<file path="src/rtl/fifo_axis_reader.sv">
// fifo_axis_reader: pops words from a synchronous FIFO and presents them as a
// registered valid/ready stream framed into PACKET_LEN-beat packets. A flush
// request pads a partially filled packet with null beats (keep=0) so it closes.
module fifo_axis_reader #(
    parameter int T_DATA_WIDTH = 1,
    parameter int PACKET_LEN   = 4
) (
    input  logic                    clk,
    input  logic                    rst_n,
    input  logic                    empty_i,
    input  logic [T_DATA_WIDTH-1:0] read_data_i,
    output logic                    pop_o,
    input  logic                    flush_i,
    output logic [T_DATA_WIDTH-1:0] m_data_o,
    output logic                    m_valid_o,
    input  logic                    m_ready_i,
    output logic                    m_last_o,
    output logic                    m_keep_o
);

    localparam int CNT_W = (PACKET_LEN > 1) ? $clog2(PACKET_LEN) : 1;
    localparam logic [CNT_W-1:0] LAST_BEAT = CNT_W'(PACKET_LEN - 1);

    typedef enum logic {
        ST_RUN,
        ST_PAD
    } state_t;

    state_t                  state;
    state_t                  next_state;
    logic [CNT_W-1:0]        beat_cnt;
    logic                    slot_free;
    logic                    at_end;
    logic                    load;
    logic [T_DATA_WIDTH-1:0] load_data;
    logic                    load_keep;
    logic                    load_last;

    assign slot_free = !m_valid_o || m_ready_i;
    assign at_end    = (beat_cnt == LAST_BEAT);

    // Decide what (if anything) enters the output register this cycle and
    // where the FSM goes; a real FIFO word always wins over padding, so
    // queued data drains before a flush can take effect.
    always_comb begin
        next_state = state;
        pop_o      = 1'b0;
        load       = 1'b0;
        load_data  = '0;
        load_keep  = 1'b0;
        load_last  = 1'b0;
        case (state)
            ST_RUN: begin
                if (!empty_i && slot_free) begin
                    pop_o     = 1'b1;
                    load      = 1'b1;
                    load_data = read_data_i;
                    load_keep = 1'b1;
                    load_last = at_end;
                end else if (flush_i && empty_i && (beat_cnt != '0) && slot_free) begin
                    load      = 1'b1;
                    load_last = at_end;
                    if (!at_end) begin
                        next_state = ST_PAD;
                    end
                end
            end
            ST_PAD: begin
                if (slot_free) begin
                    load      = 1'b1;
                    load_last = at_end;
                    if (at_end) begin
                        next_state = ST_RUN;
                    end
                end
            end
            default: next_state = ST_RUN;
        endcase
        if (!rst_n) begin
            pop_o = 1'b0;
        end
    end

    // FSM state register.
    always_ff @(posedge clk or negedge rst_n) begin
        if (!rst_n) begin
            state <= ST_RUN;
        end else begin
            state <= next_state;
        end
    end

    // Beat position within the packet; wraps when the closing beat is loaded.
    always_ff @(posedge clk or negedge rst_n) begin
        if (!rst_n) begin
            beat_cnt <= '0;
        end else if (load) begin
            if (load_last) begin
                beat_cnt <= '0;
            end else begin
                beat_cnt <= beat_cnt + CNT_W'(1);
            end
        end
    end

    // Output register: replaced on load, emptied when consumed with nothing new.
    always_ff @(posedge clk or negedge rst_n) begin
        if (!rst_n) begin
            m_data_o  <= '0;
            m_valid_o <= 1'b0;
            m_last_o  <= 1'b0;
            m_keep_o  <= 1'b0;
        end else if (load) begin
            m_data_o  <= load_data;
            m_valid_o <= 1'b1;
            m_last_o  <= load_last;
            m_keep_o  <= load_keep;
        end else if (slot_free) begin
            m_valid_o <= 1'b0;
        end
    end

endmodule

</file>
<file path="config.mk">
export PLATFORM = sky130hd
export DESIGN_NAME = fifo_axis_reader
export DESIGN_NICKNAME = d
export VERILOG_FILES = /design/src/rtl/fifo_axis_reader.sv
export SDC_FILE = /design/constraint.sdc
export NUM_CORES = 1
export LEC_CHECK = 0
export ABC_CLOCK_PERIOD_IN_PS = 1500
export BUFFER_PORTS_ARGS = -buffer_cell sky130_fd_sc_hd__buf_2
export CAP_MARGIN = 10
export CORE_AREA = 2 2 39 41
export CTS_CLUSTER_SIZE = 25
export DETAILED_ROUTE_END_ITERATION = 10
export DIE_AREA = 0 0 41 43
export PLACE_DENSITY = 0.54
export RECOVER_POWER = 100
export SETUP_SLACK_MARGIN = 0.5
export SLEW_MARGIN = 20
export SYNTH_ARGS = -nofsm -noshare
export SYNTH_HDL_FRONTEND = slang
export SYNTH_SLANG_ARGS = --single-unit
</file>
<file path="constraint.sdc">
create_clock -name clk -period 1.5 [get_ports clk]
set_input_delay 0 -clock clk [delete_from_list [all_inputs] [get_ports clk]]
set_output_delay 0 -clock clk [all_outputs]
set_load 0.01 [all_outputs]
</file>
==> flow_metrics.env, run 1 <==
export IMPL_yosysSeqAreaShare=0.476
export IMPL_ant_nets=0
export IMPL_track_usage=0.120
export IMPL_max_slew_margin=0.777
export IMPL_die_area_um2=1760
export IMPL_maxCapViolCount=0
export IMPL_worstMarginPinSlew_ps=334
export IMPL_first_pass_iters=4
export IMPL_crit_path_max_fanout=3
export IMPL_drt_iter0_drc=6
export IMPL_synth_cells=29
export IMPL_htree_levels=1
export IMPL_layout_common_cells="dfrtp_1 (7), clkbuf_1 (7), buf_4 (6)"
export IMPL_critPathKind="reg2reg"
export IMPL_coreArea_um2=1380
export IMPL_syn_area_per_cell_um2=12.7
export IMPL_rsz0062_at_grt="yes"
export IMPL_p_per_area_nw_per_um2=1730
export IMPL_fmax_mhz=729
export IMPL_worst_slack_ps=129
export IMPL_grt_pass1_wl_mm=1.33
export IMPL_outcome="finished, final reports clean"
export IMPL_syn_area_um2=368
export IMPL_clock_latency_ps=250
export IMPL_gp_congestion=0.617
export IMPL_antenna_found_initial=0
export IMPL_cp_data_arrival_time_ps=1490
export IMPL_cp_cell_sequence="inv_1, ha_4, nor2b_4, o21ai_1, mux2_4"
export IMPL_drive_above_1_share=0.463
export IMPL_hold_violations=0
export IMPL_period_share=0.914
export IMPL_cellLeakagePower_uw=0.000282
export IMPL_tritoncts="built"
export IMPL_report_final_slew_viol_count=0
export IMPL_clockBufferDepth=2
export IMPL_die_h_um=43
export IMPL_stdcell_area_um2=574
export IMPL_crit_required_ps=1620
export IMPL_nets=63
export IMPL_yosys_register_bits=7
export IMPL_crit_path_start_kind="register"
export IMPL_grt_max_degree=8
export IMPL_setup_viol=0
export IMPL_yosysWarnings=0
export IMPL_worst_path_largest_cell_delay_ps=380
export IMPL_cp_slowest_cell="dfrtp_1"
export IMPL_final_cells=70
export IMPL_hpwlAfterDp_um=481
export IMPL_area_growth_pct=56.1
export IMPL_rows=14
export IMPL_vias=312
export IMPL_clk_pin_slew_ps=60
export IMPL_clock_sinks=7
export IMPL_io_pins=11
export IMPL_yosysUniqueCellTypes=19
export IMPL_drc=0
export IMPL_wl_um=764
export IMPL_first_global_vias=330
export IMPL_hp_class="in2reg"
export IMPL_grt_overflow=0
export IMPL_syn_nets=37
export IMPL_dieWidth_um=41
export IMPL_start_util=0.266
export IMPL_portBuffers=10
export IMPL_skew_ps=8.25
export IMPL_cts_root_buf="clkbuf_4"
export IMPL_finalCriticalPeriod_ps=1370
export IMPL_antenna_cells=0
export IMPL_setup_tns_ps=0
export IMPL_pre_cts_slack_ps=169
export IMPL_vias_per_cell=4.46
export IMPL_wl_per_cell_um=10.9
export IMPL_placed_cell_area_um2=449
export IMPL_end_kind="register"
export IMPL_ir_worst_vdd_mv=0.623
export IMPL_dp_cells=55
export IMPL_numCtsBuffers=3
-- per-layer routing --
metal	GRT usage	part of all wire	up-vias
met4	0.0600	0	0
li1	-	-	150
met5	0	0	-
met1	0.127	0.40	152
met2	0.181	0.52	10
met3	0.0681	0.079	0
-- critical path, delay by kind of cell, from the launching register on --
| kind | cells | cell delay (ps) |
|---|---|---|
| buffers and inverters | 1 | 110 |
| DFF | 1 | 380 |
| muxes | 1 | 330 |
| AOI/OAI and AO/OA | 1 | 230 |
| and+or+nand+nor | 1 | 40 |
| adders and majority gates | 1 | 150 |
-- cell type report --
class	count	area, µm²
clock buffer	4	26.3
multi-input combinational	20	208
inverter	2	7.51
sequential	7	175
fill	135	810
tap	16	20.0
timing repair buffer	21	138
-- report_power, final --
group | leakage [µW] | switching, µW | internal [µW] | total [µW]
clock network | 0.0000150 | 68.8 | 101 | 170
logic | 0.000182 | 212 | 290 | 502
registers | 0.0000846 | 54.3 | 264 | 319
-- path summary, 6_finish.rpt --
| path | endpoint | startpoint | slack, ps | cells after the start |
|---|---|---|---|---|
| setup / recovery | m_last_o | beat_cnt[1] | 130 | 5 |
| max in group asynchronous | m_last_o | rst_n | 1030 | 2 |
| setup reg to reg | m_last_o | beat_cnt[1] | 130 | 5 |
| hold / removal | m_valid_o | empty_i | 90 | 4 |
| hold reg to reg | m_keep_o | m_keep_o | 480 | 1 |
| min in group asynchronous | beat_cnt[0] | rst_n | 210 | 2 |
-- state kept, by name (all words and copies together), names as in the netlist --
name       count
m_last_o       1
state          1
m_valid_o      1
beat_cnt       2
m_keep_o       1
m_data_o       1
-- Yosys cell counts, drive strengths merged --
master / instances / area, µm²
dfrtp: 7 / 175
nand2b: 3 / 33.8
ha: 2 / 25.0
inv: 2 / 7.51
mux2: 2 / 26.3
nor2: 2 / 7.51
a21o: 1 / 7.51
a21oi: 1 / 5.00
a22o: 1 / 8.76
a31oi: 1 / 6.26
and2: 1 / 6.26
mux2i: 1 / 10.0
nand2: 1 / 3.75
nor2b: 1 / 13.8
nor3b: 1 / 7.51
o21a: 1 / 15.0
o21ai: 1 / 8.76
-- stage by stage --
step | hold slack (ps) | utilization | total power [µW]
2_1_floorplan | -296 | - | 598
6_report | 93.5 | 0.415 | 991
3_3_place_gp | -149 | 0.325 | 682
4_1_cts | 109 | 0.424 | 1020
3_5_place_dp | -155 | 0.325 | 687
5_1_grt | 102 | 0.415 | 1080
-- repair_timing --
action	CTS	global route
endpoints found under the hold margin	8	0
resized for setup	7	1
setup endpoints to repair	7	8
pin swaps	2	1
hold buffers	2	0
setup buffers	8	1
gates cloned	0	0
-- cell families (layout without fill, tap and decap cells) --
group,count (synthesis),count (layout),share of synthesized area
AO/OA/AOI/OAI,6,6,0.139
multiplexers,3,3,0.0986
buffers and inverters,2,27,0.0204
flip-flops,7,7,0.476
adder cells (fa/ha/maj),2,2,0.0680
AND/OR/NAND/NOR,9,9,0.197
No activity file was read; power rests on OpenSTA's default activity.
==> inputs of run 2 (changes only) <==
- CTS_BUF_LIST: unset -> sky130_fd_sc_hd__clkbuf_16
==> flow_metrics.env, run 2 (synthesized netlist as in run 1, its figures left out) <==
export IMPL_outcome="finished, final reports clean"
export IMPL_antenna_found_initial=0
export IMPL_reg2reg_from="beat_cnt[1]"
export IMPL_layout_commonest_cell="dfrtp_1"
export IMPL_worst_path_largest_cell_delay_ps=350
export IMPL_start_util=0.266
export IMPL_io_pins=11
export IMPL_clk_pin_slew_ps=40
export IMPL_critPathLaunch="beat_cnt[1]"
export IMPL_largest_reg_flops=2
export IMPL_cp_cell_sequence="inv_1, ha_1, nor2b_4, o21a_4, mux2_4"
export IMPL_maxCapViolCount=0
export IMPL_min_to="m_data_o"
export IMPL_wl_per_cell_um=12.7
export IMPL_hpwlAfterDp_um=481
export IMPL_hp_class="in2reg"
export IMPL_setup_tns_ps=0
export IMPL_gp_congestion=0.617
export IMPL_fmax_mhz=729
export IMPL_period_share=0.914
export IMPL_min_delay_path_depth=2
export IMPL_swShare=0.303
export IMPL_setup_viol=0
export IMPL_track_usage=0.127
export IMPL_final_util=0.451
export IMPL_cp_slowest_cell="dfrtp_1"
export IMPL_p_per_area_nw_per_um2=2090
export IMPL_power_uw=1300
export IMPL_rsz0062_at_grt="yes"
export IMPL_critPathKind="reg2reg"
export IMPL_layout_common_cells="dfrtp_1 (7), clkbuf_1 (6), buf_4 (5)"
export IMPL_clock_latency_ps=230
export IMPL_whs_ps=4.82
export IMPL_power_net_switching_uw=395
export IMPL_report_final_slew_viol_count=0
export IMPL_htree_levels=1
export IMPL_rr_worst_depth=5
export IMPL_r2r_slack_ps=130
export IMPL_cts_root_buf="clkbuf_16"
export IMPL_portBuffers=10
export IMPL_antenna_cells=0
export IMPL_grt_pass1_wl_mm=1.40
export IMPL_wl_um=877
export IMPL_end_kind="register"
export IMPL_die_h_um=43
export IMPL_crit_path_start_kind="register"
export IMPL_worstMarginPinSlew_ps=324
export IMPL_numCtsBuffers=3
export IMPL_crit_path_max_fanout=3
export IMPL_drc=0
export IMPL_timing_rr_end="beat_cnt[0]"
export IMPL_cellLeakagePower_uw=0.000311
export IMPL_comb_power_share=0.405
export IMPL_tritoncts="built"
export IMPL_dieWidth_um=41
export IMPL_clockBufferDepth=2
export IMPL_first_global_vias=311
export IMPL_drive_above_1_share=0.491
export IMPL_ant_nets=0
export IMPL_area_growth_pct=69.7
export IMPL_finalCriticalPeriod_ps=1370
export IMPL_max_slew_margin=0.784
export IMPL_stdcell_area_um2=624
export IMPL_grt_max_degree=8
export IMPL_coreArea_um2=1380
export IMPL_clock_sinks=7
export IMPL_cp_data_arrival_time_ps=1490
export IMPL_vias_per_cell=4.46
export IMPL_die_area_um2=1760
export IMPL_crit_required_ps=1620
export IMPL_hold_violations=0
export IMPL_nets=62
export IMPL_grt_overflow=0
export IMPL_ir_worst_vdd_mv=0.722
export IMPL_vias=308
export IMPL_p_int_uw=909
export IMPL_worstHoldStart="read_data_i"
export IMPL_regMostFlops="beat_cnt"
export IMPL_first_pass_iters=1
export IMPL_placed_cell_area_um2=449
export IMPL_rows=14
export IMPL_drt_iter0_drc=0
export IMPL_clkPwrFrac=0.349
export IMPL_p_seq_frac=0.246
export IMPL_skew_ps=3.78
## run 2: through the flow
stage	worst slack [ps]	std cells
2_1_floorplan	231	29
3_3_place_gp	171	55
3_5_place_dp	169	55
4_1_cts	201	65
5_1_grt	100	69
6_report	129	69
## run 2: metal layers
layer / track usage / routed length [µm]
met5: 0 / 0
met4: 0.0800 / 21
met3: 0.0628 / 58
met2: 0.178 / 438
met1: 0.147 / 359
## run 2: area by class of cell
cell class,count,area [µm²]
multi-input cells,20,215
inverters,2,7.51
repair buffers,20,128
fillers,125,759
flip-flops and latches,7,175
well taps,16,20.0
clock buffers,3,75.1
clock inverters,1,3.75
## run 2: worst max-delay path: cells and delay by family, from the launching register on
kind,cells,cell delay (ps)
muxes,1,290
AOI/OAI and AO/OA,1,150
and+or+nand+nor,1,170
adders and majority gates,1,230
buffers and inverters,1,60
DFF,1,350
## run 2: timing repair
| item | in CTS | in global routing |
|---|---|---|
| pin swaps | 4 | 4 |
| endpoints found under the setup margin | 7 | 8 |
| endpoints found under the hold margin | 7 | 0 |
| hold buffers | 1 | 0 |
| setup buffers | 5 | 4 |
| resized for setup | 6 | 3 |
## run 2: worst max path at each step
stage | slack (ps) | depth (start not counted) | endpoint
final | 130 | 5 | beat_cnt[0]
after global routing | 100 | 5 | beat_cnt[0]
after CTS | 200 | 5 | beat_cnt[0]
after detailed placement | 170 | 5 | beat_cnt[0]
after global placement | 170 | 5 | beat_cnt[0]
after floorplan | 230 | 5 | beat_cnt[0]
## run 2: power groups by stage
stage / sequential (µW) / clock (µW) / combinational (µW)
after floorplan: 329 / 0 / 270
after global placement: 317 / 0 / 365
after detailed placement: 318 / 0 / 369
after CTS: 317 / 465 / 497
after global routing: 328 / 475 / 575
final: 321 / 454 / 528
==> inputs of run 3 (changes only) <==
- CTS_CLUSTER_SIZE: 25 -> 28
- REMOVE_ABC_BUFFERS: unset -> 1
==> flow_metrics.env, run 3 (synthesized netlist as in run 1, its figures left out) <==
export IMPL_outcome="finished, final reports clean"
export IMPL_max_slew_margin=0.782
export IMPL_area_growth_pct=58.2
export IMPL_drt_iter0_drc=2
export IMPL_hpwlAfterDp_um=484
export IMPL_clock_latency_ps=230
export IMPL_report_final_slew_viol_count=0
export IMPL_layout_commonest_cell="dfrtp_1"
export IMPL_rows=14
export IMPL_hold_violations=0
export IMPL_worst_slack_ps=162
export IMPL_p_int_uw=845
export IMPL_numCtsBuffers=3
export IMPL_critical_path_top_delay_family="flip-flops"
export IMPL_cp_data_arrival_time_ps=1450
export IMPL_setup_viol=0
export IMPL_dp_cells=55
export IMPL_first_global_vias=264
export IMPL_critPathKind="reg2reg"
export IMPL_end_kind="register"
export IMPL_p_seq_frac=0.267
export IMPL_worstHoldStart="read_data_i"
export IMPL_top_usage_layer="met2"
export IMPL_worst_path_largest_cell_delay_ps=350
export IMPL_ant_nets=0
export IMPL_met3_usage=0.0628
export IMPL_clkPwrFrac=0.380
export IMPL_drive_above_1_share=0.451
export IMPL_coreArea_um2=1380
export IMPL_clockBufferDepth=2
export IMPL_swShare=0.287
export IMPL_start_util=0.266
export IMPL_dieWidth_um=41
export IMPL_clk_pin_slew_ps=40
export IMPL_critPathLaunch="beat_cnt[0]"
export IMPL_drc=0
export IMPL_vias=287
export IMPL_cts_root_buf="clkbuf_16"
export IMPL_cp_slowest_cell="dfrtp_1"
export IMPL_crit_path_max_fanout=4
export IMPL_portBuffers=10
export IMPL_worstMarginPinSlew_ps=326
export IMPL_cellLeakagePower_uw=0.000297
export IMPL_wl_um=697
export IMPL_crit_path_start_kind="register"
export IMPL_nets=60
export IMPL_track_usage=0.109
export IMPL_largest_reg_flops=2
export IMPL_tritoncts="built"
export IMPL_final_cells=67
export IMPL_skew_ps=2.83
export IMPL_ir_worst_vdd_mv=0.934
export IMPL_grtUsageMet2=0.134
export IMPL_die_h_um=43
export IMPL_pre_cts_slack_ps=102
export IMPL_rsz0062_at_grt="yes"
export IMPL_io_pins=11
export IMPL_power_net_switching_uw=339
export IMPL_grt_pass1_wl_mm=1.12
export IMPL_layout_common_cells="dfrtp_1 (7), buf_2 (6), buf_4 (6)"
export IMPL_vias_per_cell=4.28
export IMPL_antenna_found_initial=0
export IMPL_hp_class="in2reg"
export IMPL_use_met1=0.115
export IMPL_wl_per_cell_um=10.4
export IMPL_setup_tns_ps=0
export IMPL_period_share=0.892
export IMPL_p_per_area_nw_per_um2=2040
export IMPL_grt_max_degree=8
export IMPL_clock_sinks=7
export IMPL_first_pass_iters=4
export IMPL_reg2reg_from="beat_cnt[0]"
export IMPL_comb_power_share=0.353
export IMPL_antenna_cells=0
export IMPL_maxCapViolCount=0
export IMPL_crit_required_ps=1610
export IMPL_htree_levels=1
export IMPL_placed_cell_area_um2=438
export IMPL_stdcell_area_um2=582
export IMPL_cp_num_buf_inv=1
export IMPL_fmax_mhz=747
export IMPL_cp_cell_sequence="inv_1, ha_1, nor2b_4, o21a_4, mux2_1"
export IMPL_die_area_um2=1760
export IMPL_grt_overflow=0
export IMPL_regMostFlops="beat_cnt"
export IMPL_n_fill_cell=140
export IMPL_gp_congestion=0.623
export IMPL_finalCriticalPeriod_ps=1340
[run 3: cell types whose count changed in the layout (fill, tap and decap cells not counted), moves of 2 or more]
cell	change
mux2_1	+2
buf_2	+2
clkbuf_1	-2
mux2_4	-2
buf_6	-2
[run 3: through the flow]
stage	power, µW	hold slack, ps	util
floorplan	580	-296	-
global placement	663	-151	0.316
detailed placement	671	-152	0.316
CTS	1260	0.550	0.439
global route	1260	17.0	0.420
finish	1180	3.53	0.420
[run 3: per-layer routing]
metal	wire (µm)	vias up
li1	-	143
met1	297	132
met2	310	8
met3	56	4
met4	33	0
met5	0	-
[run 3: repair_timing]
item                                   in CTS  in global routing
pin swaps                                   5                  0
setup buffers                               7                  0
gates resized for setup                     7                  0
setup endpoints to repair                   8                  7
hold buffers                                1                  0
endpoints found under the hold margin       7                  0
[run 3: power by group through the flow]
stage / sequential, µW / clock (µW) / combinational (µW)
floorplan: 326 / 0 / 254
global placement: 316 / 0 / 347
detailed placement: 316 / 0 / 355
CTS: 318 / 456 / 490
global route: 328 / 473 / 458
finish: 317 / 450 / 418
[run 3: final cells by class]
cell class	instances	area, µm²	area share
Multi-Input combinational cell	20	193	0.331
Sequential cell	7	175	0.301
Timing Repair Buffer	18	108	0.185
Clock buffer	3	75.1	0.129
Tap cell	16	20.0	0.0344
Inverter	2	7.51	0.0129
Clock inverter	1	3.75	0.00645
[run 3: final timing paths]
path / slack (ps) / cells after the start / endpoint
worst max-delay path: 160 / 5 / beat_cnt[0]
worst min-delay path: 4 / 2 / m_data_o
worst max register to register: 160 / 5 / beat_cnt[0]
worst min register to register: 480 / 1 / m_keep_o
max in group asynchronous: 1060 / 2 / m_data_o
min in group asynchronous: 200 / 2 / beat_cnt[0]
